==> src/rtl/gf180mcu_rstseq_pkg.sv <==
// Shared types and width helpers for the staged RN reset sequencer.
// ST_ASSERT exists only when GF180MCU_FD_SC_MCU7T5V0_RSTSEQ_STAGGER_ASSERT_EN is defined.
package gf180mcu_rstseq_pkg;

  typedef enum logic [2:0] {
    ST_HOLD,
    ST_REL,
    ST_GAP,
    ST_RUN
`ifdef GF180MCU_FD_SC_MCU7T5V0_RSTSEQ_STAGGER_ASSERT_EN
    , ST_ASSERT
`endif
  } state_t;

  function automatic int max_i(input int a, input int b);
    return (a > b) ? a : b;
  endfunction

  // Bits needed to hold values 0..v inclusive; never less than one.
  function automatic int w_of(input int v);
    return (v < 1) ? 1 : $clog2(v + 1);
  endfunction

endpackage

==> src/rtl/gf180mcu_rstseq_cnt.sv <==
// Loadable saturating down-counter; stops at zero and reports it through a flag.
module gf180mcu_rstseq_cnt #(
  parameter int             W       = 2,
  parameter logic [W-1:0]   RST_VAL = '0
) (
  input  logic         CLK,
  input  logic         RST,
  input  logic         load,
  input  logic [W-1:0] load_val,
  output logic         zero
);

  logic [W-1:0] count_reg;

  always_ff @(posedge CLK) begin
    if (RST) begin
      count_reg <= RST_VAL;
    end else if (load) begin
      count_reg <= load_val;
    end else if (count_reg != '0) begin
      count_reg <= count_reg - W'(1);
    end
  end

  assign zero = (count_reg == '0);

endmodule

==> src/rtl/gf180mcu_fd_sc_mcu7t5v0__rstn_sequencer.sv <==
// Staged RN release for dffrnq banks with handshaked soft re-reset.
// Define GF180MCU_FD_SC_MCU7T5V0_RSTSEQ_STAGGER_ASSERT_EN to stagger soft-reset assertion top-down.
module gf180mcu_fd_sc_mcu7t5v0__rstn_sequencer
  import gf180mcu_rstseq_pkg::*;
#(
  parameter int N_DOM    = 4,
  parameter int HOLD_CYC = 4,
  parameter int GAP_CYC  = 2
) (
  input  logic                         CLK,
  input  logic                         RST,
  input  logic                         SRST_REQ,
  output logic                         SRST_ACK,
  output logic [N_DOM-1:0]             RN,
  output logic                         DONE,
  output logic [w_of(N_DOM)-1:0]       STAGE
);

  localparam int CW = w_of(max_i(HOLD_CYC, GAP_CYC));
  localparam int SW = w_of(N_DOM);

  localparam logic [CW-1:0] HOLD_LD = CW'(HOLD_CYC - 1);
  localparam logic [CW-1:0] GAP_LD  = (GAP_CYC > 0) ? CW'(GAP_CYC - 1) : '0;
`ifdef GF180MCU_FD_SC_MCU7T5V0_RSTSEQ_STAGGER_ASSERT_EN
  // ASSERT waits one extra edge per step, so it reloads the full gap.
  localparam logic [CW-1:0] GAP_FULL = CW'(GAP_CYC);
`endif

  state_t            state_reg;
  logic [N_DOM-1:0]  rn_reg;
  logic [SW-1:0]     stage_reg;
  logic              done_reg;
  logic              ack_reg;

  logic              cnt_load;
  logic [CW-1:0]     cnt_val;
  logic              cnt_zero;
  logic [N_DOM-1:0]  rn_up;

  // Released domains always form a contiguous low-index run.
  assign rn_up = (rn_reg << 1) | N_DOM'(1);
`ifdef GF180MCU_FD_SC_MCU7T5V0_RSTSEQ_STAGGER_ASSERT_EN
  logic [N_DOM-1:0]  rn_dn;
  assign rn_dn = rn_reg >> 1;
`endif

  gf180mcu_rstseq_cnt #(
    .W       (CW),
    .RST_VAL (HOLD_LD)
  ) u_cnt (
    .CLK      (CLK),
    .RST      (RST),
    .load     (cnt_load),
    .load_val (cnt_val),
    .zero     (cnt_zero)
  );

  always_comb begin
    cnt_load = 1'b0;
    cnt_val  = '0;
    case (state_reg)
      ST_HOLD: if (cnt_zero) begin
        cnt_load = 1'b1;
        cnt_val  = GAP_LD;
      end
      ST_GAP: if (cnt_zero) begin
        cnt_load = 1'b1;
      end
      ST_REL: begin
        cnt_load = 1'b1;
        cnt_val  = GAP_LD;
      end
      ST_RUN: if (SRST_REQ) begin
        cnt_load = 1'b1;
`ifdef GF180MCU_FD_SC_MCU7T5V0_RSTSEQ_STAGGER_ASSERT_EN
        cnt_val  = (N_DOM == 1) ? HOLD_LD : GAP_FULL;
`else
        cnt_val  = HOLD_LD;
`endif
      end
`ifdef GF180MCU_FD_SC_MCU7T5V0_RSTSEQ_STAGGER_ASSERT_EN
      ST_ASSERT: if (cnt_zero) begin
        cnt_load = 1'b1;
        cnt_val  = (stage_reg == SW'(1)) ? HOLD_LD : GAP_FULL;
      end
`endif
      default: ;
    endcase
  end

  always_ff @(posedge CLK) begin
    if (RST) begin
      state_reg <= ST_HOLD;
      rn_reg    <= '0;
      stage_reg <= '0;
      done_reg  <= 1'b0;
      ack_reg   <= 1'b0;
    end else begin
      ack_reg <= 1'b0;
      case (state_reg)
        ST_HOLD: if (cnt_zero) begin
          rn_reg    <= rn_up;
          stage_reg <= stage_reg + SW'(1);
          if (N_DOM == 1)        state_reg <= ST_RUN;
          else if (GAP_CYC == 0) state_reg <= ST_REL;
          else                   state_reg <= ST_GAP;
        end
        ST_GAP: if (cnt_zero) begin
          state_reg <= ST_REL;
        end
        ST_REL: begin
          rn_reg    <= rn_up;
          stage_reg <= stage_reg + SW'(1);
          if (stage_reg == SW'(N_DOM - 1)) state_reg <= ST_RUN;
          else if (GAP_CYC == 0)           state_reg <= ST_REL;
          else                             state_reg <= ST_GAP;
        end
        ST_RUN: begin
          if (SRST_REQ) begin
            ack_reg  <= 1'b1;
            done_reg <= 1'b0;
`ifdef GF180MCU_FD_SC_MCU7T5V0_RSTSEQ_STAGGER_ASSERT_EN
            rn_reg    <= rn_dn;
            stage_reg <= stage_reg - SW'(1);
            state_reg <= (N_DOM == 1) ? ST_HOLD : ST_ASSERT;
`else
            rn_reg    <= '0;
            stage_reg <= '0;
            state_reg <= ST_HOLD;
`endif
          end else begin
            done_reg <= 1'b1;
          end
        end
`ifdef GF180MCU_FD_SC_MCU7T5V0_RSTSEQ_STAGGER_ASSERT_EN
        ST_ASSERT: if (cnt_zero) begin
          rn_reg    <= rn_dn;
          stage_reg <= stage_reg - SW'(1);
          if (stage_reg == SW'(1)) state_reg <= ST_HOLD;
        end
`endif
        default: state_reg <= ST_HOLD;
      endcase
    end
  end

  assign RN       = rn_reg;
  assign DONE     = done_reg;
  assign STAGE    = stage_reg;
  assign SRST_ACK = ack_reg;

endmodule

==> config.mk <==
export PLATFORM = sky130hd
export DESIGN_NAME = gf180mcu_fd_sc_mcu7t5v0__rstn_sequencer
export DESIGN_NICKNAME = d
export VERILOG_FILES = /design/src/rtl/gf180mcu_rstseq_pkg.sv /design/src/rtl/gf180mcu_rstseq_cnt.sv /design/src/rtl/gf180mcu_fd_sc_mcu7t5v0__rstn_sequencer.sv
export SDC_FILE = /design/constraint.sdc
export NUM_CORES = 1
export LEC_CHECK = 0
export CAP_MARGIN = 10
export CORE_MARGIN = 2
export CORE_UTILIZATION = 46
export CTS_CLUSTER_SIZE = 12
export DETAILED_ROUTE_END_ITERATION = 12
export PLACE_DENSITY_LB_ADDON = 0.25
export SLEW_MARGIN = 20
export SYNTH_ARGS = -nofsm -noshare
export SYNTH_HDL_FRONTEND = slang
export SYNTH_SLANG_ARGS = --single-unit
==> constraint.sdc <==
create_clock -name CLK -period 2.55 [get_ports CLK]
set_clock_uncertainty 0.15 [all_clocks]
set_input_delay 0.255 -clock CLK [delete_from_list [all_inputs] [get_ports CLK]]
set_output_delay 0.255 -clock CLK [all_outputs]
set_load 0.1 [all_outputs]
Yosys cells after proc, flatten, opt, wreduce, memory -nomap -nowiden
Cells that the tools add are included.
Word-level totals
  flip-flop bits (word level): 15
  word-level logic and storage cells: 44
  output and inout port bits: 9
  input port bits: 3
Operators by class
  $add $sub $neg: 2
  multiplexer cells: 19
  bitwise logic cells: 1
  eq/ne operators: 7
  reductions and logical operators: 9
Operators by type and width (number)
  2-to-1 mux 3 bit: 6
  one-hot mux 3 bit (4 select lines): 1
  one-hot mux 4 bit (3 select lines): 1
  equality test 3 x 2 -> 1 bit, second input constant: 3
  one-hot mux 3 bit (3 select lines): 1
  2-to-1 mux 4 bit: 2
  logical NOT 3 bit: 2
  != test 2 bit, second input constant: 3
  one-hot mux 2 bit (3 select lines): 1
  AND reduction 3 bit: 2
  nonzero test 3 bit: 2
  2-to-1 mux 1 bit: 5
  OR reduction 2 bit: 2
  adder 3 x 1 -> 3 bit, second input constant: 1
  equality test 3 x 1 -> 1 bit, second input constant: 1
  one-hot mux 1 bit (3 select lines): 1
  subtractor 3 x 1 -> 3 bit, second input constant: 1
  2-to-1 mux 2 bit: 1
  nonzero test 2 bit: 1
  inverter 1 bit: 1

Depth between registers and ports, before layout
Gate-level depths: netlist (run 1).
  depth after elaboration: 4
  gate-level depth with buffers: 5
  gate-level depth less buffers: 5

Modules after synthesis
From an unflattened synthesis (run 1), not the netlist that was laid out.
Unflattened totals
  cell total of the unflattened synthesis: 74
  area, all modules: 696.9 um^2
Modules (own cells, without submodules)
  gf180mcu_fd_sc_mcu7t5v0__rstn_sequencer: cells each 54, instances 1, sequential area each 220.2 um^2, area each 499.2 um^2
  gf180mcu_rstseq_cnt: cells each 20, instances 1, sequential area each 60.1 um^2, area each 197.7 um^2

Worst setup path before layout (run 1)
No wires, ideal clock.
  kind: register to register
  start: reg stage_reg[0], in the netlist STAGE[0]
  end: reg stage_reg[2], in the netlist STAGE[2]
  path buffers: 0
  data arrival time: 1675 ps
  stages on the path, launching flop included: 4
  required time: 2308 ps
  library setup time: 92 ps
  slack: 633 ps
  period minus slack after synthesis: 1917 ps
  cell sequence: dfxtp_1 ha_1 ha_1 o32ai_1
On the way
  longest elaborated chain between the ends: 3
RTL lines
  start, declared: line gf180mcu_fd_sc_mcu7t5v0__rstn_sequencer.sv:31  | logic [SW-1:0] stage_reg;
  start signal, assigned: line gf180mcu_fd_sc_mcu7t5v0__rstn_sequencer.sv:103  | stage_reg <= stage_reg + SW'(1);
  start signal, assigned: line gf180mcu_fd_sc_mcu7t5v0__rstn_sequencer.sv:113  | stage_reg <= stage_reg + SW'(1);
  adder 3 x 1 -> 3 bit (*): line gf180mcu_fd_sc_mcu7t5v0__rstn_sequencer.sv:103, gf180mcu_fd_sc_mcu7t5v0__rstn_sequencer.sv:113
  2-to-1 mux 3 bit: line gf180mcu_fd_sc_mcu7t5v0__rstn_sequencer.sv:101  | ST_HOLD: if (cnt_zero) begin
  one-hot mux 3 bit (3 select lines) (*): line gf180mcu_fd_sc_mcu7t5v0__rstn_sequencer.sv:100  | case (state_reg)
Every way passes the cells marked *; elsewhere a longest branch is shown, timed or not. The select of a mux whose other input is x is not followed.
A chain may end at the register's enable or synchronous reset.

Worst setup path in the final report (run 1)
  start: reg u_cnt.count_reg[0]
  end: reg rn_reg[3], in the netlist RN[3]
On the way
  longest elaborated chain between the ends: 3
RTL lines
  start, declared: line gf180mcu_rstseq_cnt.sv:13  | logic [W-1:0] count_reg;
  start signal, assigned: line gf180mcu_rstseq_cnt.sv:19  | count_reg <= load_val;
  start signal, assigned: line gf180mcu_rstseq_cnt.sv:21  | count_reg <= count_reg - W'(1);
  logical NOT 3 bit: line gf180mcu_rstseq_cnt.sv:25  | assign zero = (count_reg == '0);
  != test 2 bit (no line)
  AND reduction 3 bit (no line)
  end signal, assigned: line gf180mcu_fd_sc_mcu7t5v0__rstn_sequencer.sv:102  | rn_reg <= rn_up;
  end signal, assigned: line gf180mcu_fd_sc_mcu7t5v0__rstn_sequencer.sv:112  | rn_reg <= rn_up;
  end, declared: line gf180mcu_fd_sc_mcu7t5v0__rstn_sequencer.sv:30  | logic [N_DOM-1:0] rn_reg;
Every way passes these cells.

==> flow_metrics.tcl, run 1 <==
set metrics [dict create \
    power.density_nw_per_um2 942 \
    drive_gt1_share_pct 24.1 \
    finalWeightedCongestion 0.801 \
    cts_hold_buf 0 \
    io_buffers 11 \
    grt_max_degree 19 \
    relSlewSlack_pct 63.0 \
    swShare_pct 42.0 \
    slew_viol_final 0 \
    n_antenna_cell 0 \
    grt_pass1_vias 437 \
    antenna_found_initial 0 \
    critPathLaunchType "flop" \
    die_h_um 42.0 \
    ys_ff_latch 14 \
    crit_required_ns 2.55 \
    placedCellCount 91 \
    dp_hpwl_um 785 \
    synth_largest_area_cell "dfxtp_1" \
    largest_reg_flops 4 \
    syn_inst 69 \
    finalNonFillerCells 94 \
    fp.dieW_um 42.0 \
    hold_viol_final 0 \
    synthAdderAreaFrac_pct 7.53 \
    worstMarginPinSlew_ns 0.553 \
    htreeDepth 1 \
    grt_pass1_wl_mm 1.86 \
    period_share_pct 60.7 \
    multi_input_area_um2 334 \
    layout_setup_ws_ns 1.00 \
    ir_worst_vdd_mv 0.478 \
    drtIter0Drc 5 \
    grt_usage_pct 14.0 \
    antenna_left 0 \
    path_class "reg -> reg" \
    synthTopCellsByArea "dfxtp_1 42%, ha_1 7.5%, nand2b_1 6.6%, o32ai_1 5.3%, inv_1 3.4%" \
    crit_chain "inv_1 -> ha_1 -> nor2b_2 -> o21bai_2 -> o32ai_1" \
    avgRoutedWirePerCell_um 11.6 \
    ctsResizeCount 0 \
    setup_viol 0 \
    routed_wl_mm 1.09 \
    dp_slack_ns 0.852 \
    seq_power_share_pct 41.8 \
    die_area_um2 1760 \
    clk_latency_ns 0.28 \
    slowest_delay_ns 0.35 \
    min_period_ns 1.55 \
    synth_compound_area_share_pct 19.2 \
    fmax_mhz 646 \
    yosys.area_share.simple_pct 20.5 \
    synth_xor_area_share_pct 0 \
    num_vias 510 \
    critPathMaxFanout 8 \
    area_growth_pct 15.3 \
    cts_sinks 14 \
    root_buffer "clkbuf_4" \
    fin_setup_tns_ns 0 \
    status "completed" \
    path_clk_slew_ns 0.08 \
    rsz0062_at_grt "no" \
    cap_violations 0 \
    ioPinCount 12 \
    yosysWarnings 0 \
    drt_first_pass_iters 3 \
    rows 13 \
    synth_top_family_by_area "simple AND/OR/NAND/NOR gates" \
    ys_seq_area_share_pct 42.2 \
    viasPerCell 5.43 \
    start_util_pct 50.4 \
    cts_setup_buffers 0 \
    p_int_uw 418 \
    syn_area_um2 664 \
    synth_area_per_cell_um2 9.63 \
    nets 88 \
    cts_buffers 3 \
    p_leak_uw 0.000321 \
    core_area_um2 1320 \
    synthMuxAreaShare_pct 3.01 \
    cts_max_path_buffers 2 \
    slowest_stage "dfxtp_1" \
    drc 0 \
    synth_top_area_share_pct 42.2 \
    cp.arrival_ns 1.55 \
    hold_class "reg -> reg" \
    fillers 112 \
    final-seq-area_um2 280 \
    clockPowerShare_pct 16.5 \
    grt-ovfl-total 0 \
    synth_fp_nets 76 \
    netSwitchingPower_uw 303 \
    power_frac_comb_pct 41.7 \
    synth_cell_types 29 \
    endpoint_kind "flop" \
    cts_tree "built" \
]
## power by group through the flow
stage	Clock (uW)	Combinational, uW	Sequential [uW]
finish	119	301	301
global route	137	332	309
CTS	122	303	302
detailed placement	0	302	307
global placement	0	300	306
floorplan	0	180	385
## synth_stat cells, drive strengths merged
cell type  instances
o21ai              1
o21bai             1
inv                6
nand3              2
dfxtp             14
mux2i              2
nand4              1
o32ai              4
nand2b             8
a311oi             1
clkbuf             1
ha                 4
a21o               1
nor2               1
o22ai              2
buf                3
or2                1
o211ai             1
and3               1
or3b               1
nor3               2
a211o              1
nand2              4
a21oi              4
nor2b              2
## metrics by stage
stage	total power, uW	instance area, um^2	utilization, %	hold WS [ns]
final	721	766	58.1	0.328
after global placement	607	743	56.4	0.315
after floorplan	564	664	-	0.329
after global routing	777	766	58.1	0.367
after CTS	727	766	58.1	0.331
after detailed placement	609	743	56.4	0.320
## routing by layer
layer	vias to the layer above	GRT usage [%]	routed length (um)
li1	268	-	-
met1	230	16.3	501
met2	10	22.2	514
met3	2	7.76	59
met4	0	3.87	16
met5	-	0	0
## cell families (layout without fill, tap and decap cells)
logic type,count (synthesis),count (layout)
multiplexers,2,2
AND/OR/NAND/NOR,23,23
flip-flops,14,14
buffers and inverters,10,20
adder cells (fa/ha/maj),4,4
AO/OA/AOI/OAI,16,16
## critical path, delay by kind of cell, from the launching register on
kind / cells / cell delay [ns]
AOI/OAI and AO/OA: 2 / 0.45
DFF: 1 / 0.35
adders and majority gates: 1 / 0.23
and+or+nand+nor: 1 / 0.19
buffers and inverters: 1 / 0.06
## cell usage in the layout, fill, tap and decap left out, drive strengths merged
| cell | netlist | routed |
|---|---|---|
| o211ai | 1 | 1 |
| and3 | 1 | 1 |
| o21ai | 1 | 1 |
| clkbuf | 1 | 3 |
| a211o | 1 | 1 |
| nand2 | 4 | 4 |
| o21bai | 1 | 1 |
| nand3 | 2 | 2 |
| nor3 | 2 | 2 |
| clkdlybuf4s50 | 0 | 2 |
| a21oi | 4 | 4 |
| nor2 | 1 | 1 |
| nand4 | 1 | 1 |
| or2 | 1 | 1 |
| a311oi | 1 | 1 |
| dfxtp | 14 | 14 |
| o32ai | 4 | 4 |
| nor2b | 2 | 2 |
| or3b | 1 | 1 |
| nand2b | 8 | 8 |
| ha | 4 | 4 |
| a21o | 1 | 1 |
| buf | 3 | 9 |
| mux2i | 2 | 2 |
| inv | 6 | 6 |
| o22ai | 2 | 2 |
## cell type report
class | count | area share (%)
inverters | 6 | 2.94
clock buffers | 3 | 2.94
well taps | 15 | 2.45
flip-flops and latches | 14 | 36.6
repair buffers | 11 | 11.4
multi-input cells | 45 | 43.6
## worst paths after layout
kind / endpoint / slack, ns / cells after the start / from
setup / recovery: RN[3] / 1.00 / 5 / u_cnt.count_reg[0]
hold reg to reg: RN[0] / 0.33 / 2 / RN[0]
setup reg to reg: RN[3] / 1.00 / 5 / u_cnt.count_reg[0]
hold / removal: RN[0] / 0.33 / 2 / RN[0]
Power figures use the tool's default switching activity.
==> run 2, diff against run 1 <==
--- a/config.mk
+++ b/config.mk
@@ -7,7 +7,7 @@
 export LEC_CHECK = 0
 export CAP_MARGIN = 10
 export CORE_MARGIN = 2
-export CORE_UTILIZATION = 46
+export CORE_UTILIZATION = 44
 export CTS_CLUSTER_SIZE = 12
 export DETAILED_ROUTE_END_ITERATION = 12
 export PLACE_DENSITY_LB_ADDON = 0.25
==> constraint.sdc (replaced) <==
create_clock -name CLK -period 1.4 [get_ports CLK]
set_clock_uncertainty 0.15 [all_clocks]
set_input_delay 0.14 -clock CLK [delete_from_list [all_inputs] [get_ports CLK]]
set_output_delay 0.14 -clock CLK [all_outputs]
set_load 0.1 [all_outputs]
==> run 2 against run 1 <==
Effect of this change: cell count rose by 11%; wire length up 30%; power is 130% higher; largest cell class unchanged; setup slack got worse by 0.97 ns; combinational power rose to 2.7 times the previous value.
==> flow_metrics.tcl, run 2 (same netlist as run 1, synthesis figures left out) <==
set metrics [dict create \
    status "completed" \
    highest_layer "met4" \
    viasPerCell 5.24 \
    ir_worst_vdd_mv 0.870 \
    area_growth_pct 55.0 \
    fmax_mhz 730 \
    crit_chain "nand2_1 -> o211ai_4 -> o22ai_1" \
    io_buffers 11 \
    n_antenna_cell 0 \
    htreeDepth 1 \
    drc 0 \
    fp.dieW_um 42.9 \
    cts_max_path_buffers 2 \
    cts_sinks 14 \
    grt_pass1_vias 540 \
    layout_setup_ws_ns 0.0308 \
    num_vias 545 \
    path_clk_slew_ns 0.09 \
    wl_met1_um 679 \
    antenna_found_initial 0 \
    cap_violations 0 \
    crit_required_ns 1.41 \
    setup_viol 0 \
    die_h_um 42.9 \
    slew_viol_final 0 \
    layout_commonest_cell "buf_12" \
    hold_viol_final 0 \
    grt_usage_pct 17.3 \
    antenna_left 0 \
    dp_slack_ns -0.0964 \
    rsz0062_at_grt "yes" \
    hold_class "reg -> reg" \
    avgRoutedWirePerCell_um 13.7 \
    layout_common_cells "10 x buf_12, 7 x nand2b_1, 7 x buf_4" \
    cp.arrival_ns 1.38 \
    wl_met3_um 68 \
    largest_reg_flops 4 \
    placedCellCount 100 \
    fillers 106 \
    die_area_um2 1840 \
    drive_gt1_share_pct 46.6 \
    drt_first_pass_iters 4 \
    finalNonFillerCells 104 \
    worstMarginPinSlew_ns 0.316 \
    root_buffer "clkbuf_4" \
    grt_pass1_wl_mm 2.33 \
    clk_latency_ns 0.28 \
    power_uw 1660 \
    path_class "reg -> reg" \
    place_area_um2 948 \
    finalWeightedCongestion 0.833 \
    p_leak_uw 0.000397 \
    routed_wl_mm 1.42 \
    start_util_pct 45.7 \
    final_area_um2 1030 \
    grt-ovfl-total 0 \
    cp_top_family "flip-flops" \
    power.density_nw_per_um2 1610 \
    cts_buffers 3 \
    core_area_um2 1450 \
    ioPinCount 12 \
    critPathMaxFanout 7 \
    endpoint_kind "flop" \
    cp.buffers_inverters 0 \
    slowest_stage "dfxtp_1" \
    min_period_ns 1.37 \
    grt_max_degree 18 \
    rows 14 \
    cts_tree "built" \
    critPathLaunchType "flop" \
    wl_met2_um 659 \
    period_share_pct 97.8 \
    drtIter0Drc 8 \
    cts_hold_buf 0 \
    relSlewSlack_pct 78.9 \
    slowest_delay_ns 0.51 \
    nets 96 \
    dp_hpwl_um 937 \
]
run 2: worst paths after layout:
path / start / to / slack (ns) / cells after the start
setup reg to reg: state_reg[0] / STAGE[0] / 0.03 / 3
hold / removal: RN[0] / RN[0] / 0.35 / 2
setup / recovery: state_reg[0] / STAGE[0] / 0.03 / 3
hold reg to reg: RN[0] / RN[0] / 0.35 / 2
run 2: stage by stage:
stage / utilization [%] / hold WS (ns) / setup TNS [ns]
finish: 70.8 / 0.345 / 0
detailed placement: 65.2 / 0.336 / -0.458
floorplan: - / 0.225 / -0.00692
CTS: 69.3 / 0.351 / 0
global placement: 65.2 / 0.327 / -0.0169
global route: 70.8 / 0.373 / -0.250
run 2: area by class of cell:
type	count	area, um^2	share of cell area, %
clock buffers	4	36.3	3.52
repair buffers	19	273	26.5
multi-input cells	45	380	36.9
well taps	16	20.0	1.94
flip-flops and latches	14	298	28.9
inverters	6	22.5	2.19
run 2: power breakdown:
group	internal, uW	switching, uW
registers	480	84.6
clock network	158	134
logic	360	439
total	998	658
run 2: what timing repair did:
item | in CTS | in global routing
endpoints found under the setup margin | 10 | 9
pin swaps | 0 | 1
setup buffers | 0 | 0
gates resized for setup | 5 | 4
run 2: worst register-to-register path, delay by kind of cell, from the launching register on:
family	cells	cell delay, ns
flip-flops	1	0.51
AO/OA/AOI/OAI	2	0.33
AND/OR/NAND/NOR	1	0.26
run 2: routing by layer:
metal | up-vias | GRT usage, %
met1 | 250 | 21.5
met4 | 0 | 6.88
met2 | 10 | 25.8
li1 | 283 | -
met5 | - | 0
met3 | 2 | 8.09
==> run 3, diff against run 2 <==
--- a/config.mk
+++ b/config.mk
@@ -5,6 +5,7 @@
 export SDC_FILE = /design/constraint.sdc
 export NUM_CORES = 1
 export LEC_CHECK = 0
+export ABC_AREA = 1
 export CAP_MARGIN = 10
 export CORE_MARGIN = 2
 export CORE_UTILIZATION = 44
==> run 3 against run 2 <==
Effect of this change: clock-buffer cell count is the same; largest power group is now registers; cell area shrank 2.1%; global-route usage shrank 0.44 points; largest cell class unchanged; sequential share of layout area grew 0.49 points; highest routed layer unchanged.
==> flow_metrics.tcl, run 3 <==
set metrics [dict create \
    avgRoutedWirePerCell_um 11.0 \
    swShare_pct 33.9 \
    cts_hold_buf 0 \
    yosysWarnings 0 \
    netSwitchingPower_uw 360 \
    antenna_left 0 \
    min_period_ns 1.32 \
    num_vias 616 \
    dp_slack_ns 0.000608 \
    p_int_uw 701 \
    drive_gt1_share_pct 38.2 \
    cp.buffers_inverters 0 \
    ioPinCount 12 \
    r2r-end "STAGE[2]" \
    cts_buffers 3 \
    final_area_um2 1010 \
    hold_class "in -> reg" \
    critPathMaxFanout 3 \
    status "completed" \
    final-seq-area_um2 297 \
    reg2reg_slack_ns 0.08 \
    htreeDepth 1 \
    cp.arrival_ns 1.38 \
    post-synth-top-count-cell "nand2_1" \
    r2r_start "STAGE[0]" \
    seq_power_share_pct 43.2 \
    ys_top_cells_by_count "18 x nand2_1, 14 x dfxtp_1, 13 x nand3_1" \
    grt-ovfl-total 0 \
    endpoint_kind "flop" \
    nets 118 \
    crit_chain "ha_1 -> ha_1 -> nand3b_1 -> a21oi_1" \
    cap_violations 0 \
    ys_ff_latch 14 \
    p_leak_uw 0.000443 \
    io_buffers 11 \
    crit_top_cell "ha_1" \
    routed_wl_mm 1.39 \
    fp.dieW_um 43.1 \
    slowest_stage "dfxtp_4" \
    grt_max_degree 10 \
    hold_viol_final 0 \
    synth_fp_nets 96 \
    multi_input_area_um2 354 \
    rows 14 \
    layout_setup_ws_ns 0.0798 \
    cp_top_family "adder cells" \
    synth_area_per_cell_um2 7.56 \
    slowest_delay_ns 0.37 \
    grt_pass1_vias 582 \
    critPathLaunchType "flop" \
    period_share_pct 94.3 \
    start_util_pct 45.7 \
    path_class "reg -> reg" \
    path_clk_slew_ns 0.08 \
    layout_common_cells "16 x nand2_1, 12 x nand3_1, 9 x inv_1, 9 x buf_12, 8 x a21oi_1" \
    synth_cell_types 18 \
    synth_top_area_share_pct 41.6 \
    syn_inst 89 \
    place_area_um2 951 \
    viasPerCell 4.89 \
    grt_usage_pct 16.9 \
    dp_hpwl_mm 1.09 \
    grt_pass1_wl_mm 2.37 \
    worstMarginPinSlew_ns 0.279 \
    area_growth_pct 49.8 \
    drtIter0Drc 4 \
    ir_worst_vdd_mv 0.600 \
    die_area_um2 1860 \
    drt_first_pass_iters 4 \
    n_antenna_cell 0 \
    clockPowerShare_pct 27.5 \
    antenna_found_initial 0 \
    die_h_um 43.1 \
    core_area_um2 1470 \
    crit_required_ns 1.46 \
    drc 0 \
    ys_seq_area_share_pct 41.6 \
    synth_largest_area_cell "dfxtp_1" \
    slew_viol_final 0 \
    cts_max_path_buffers 2 \
    fmax_mhz 757 \
    synth_top_flop_cell "dfxtp_1" \
    power_uw 1060 \
    worstSetupEndpoint "STAGE[2]" \
    power_frac_comb_pct 29.3 \
    finalWeightedCongestion 0.795 \
    synthArstFlopShare_pct 0 \
    root_buffer "clkbuf_4" \
    critPathLaunch "STAGE[0]" \
    layout_commonest_cell "nand2_1" \
    clk_latency_ns 0.28 \
    fillers 128 \
    fin_setup_tns_ns 0 \
    synth_edf_count 0 \
    synthTopCellsByArea "dfxtp_1 42%, nand2_1 10%, nand3_1 9.7%, ha_1 7.4%, a21oi_1 6.7%" \
    relSlewSlack_pct 81.3 \
    rsz0062_at_grt "no" \
    syn_area_um2 673 \
    cp.depth 4 \
    power.density_nw_per_um2 1050 \
    cts_tree "built" \
    cts_sinks 14 \
    largest_reg_flops 4 \
    setup_viol 0 \
    rr_worst_depth 4 \
]
-- run 3: metal layers --
layer / vias up / GRT usage (%) / part of all wire [%]
met5: - / 0 / 0
met4: 0 / 5.45 / 1.0
li1: 328 / - / -
met2: 10 / 28.4 / 49
met1: 275 / 19.5 / 46
met3: 3 / 6.38 / 4.1
-- run 3: final cells by class --
type                       instances  share of cell area [%]
inverter                          13                    4.84
clock buffer                       4                    3.60
tap                               16                    1.99
multi-input combinational         61                    35.1
sequential                        14                    29.4
timing repair buffer              18                    25.1
-- run 3: metrics by stage --
step	hold WS, ns	utilization (%)	instances
finish	0.336	68.5	126
global route	0.362	68.5	126
CTS	0.331	67.3	125
detailed placement	0.339	64.6	121
global placement	0.338	64.6	121
floorplan	0.0494	-	89
-- run 3: worst min path at each step --
stage               startpoint        to  slack, ns  cells after the start
detailed placement       RN[3]     RN[3]       0.34                      2
global placement         RN[3]     RN[3]       0.34                      2
floorplan                  RST  STAGE[1]       0.05                      1
finish                     RST  SRST_ACK       0.34                      2
CTS                        RST  SRST_ACK       0.33                      2
global route               RST  SRST_ACK       0.36                      2
-- run 3: worst register-to-register path, stage by stage, from the launching register on --
cell,delay (ns)
dfxtp_4,0.37
ha_1,0.19
ha_1,0.25
nand3b_1,0.15
a21oi_1,0.14
-- run 3: repair_timing --
item	in CTS	in global routing
pin swaps	0	4
setup endpoints to repair	4	10
gates resized for setup	1	5
buffers inserted	0	1
-- run 3: cell families after synthesis --
logic type / after synthesis / synth area share (%)
AOI/OAI and AO/OA: 13 / 11.3
xor gates and xnor gates: 1 / 1.30
adders and majority gates: 4 / 7.44
buffers and inverters: 14 / 7.81
DFF: 14 / 41.6
and+or+nand+nor: 43 / 30.5
-- run 3: power groups by stage --
stage                     clock, uW  combinational [uW]  sequential, uW
after floorplan                   0                 138             524
after global placement            0                 289             465
after detailed placement          0                 295             467
after CTS                       298                 299             457
after global routing            315                 344             462
final                           292                 311             458
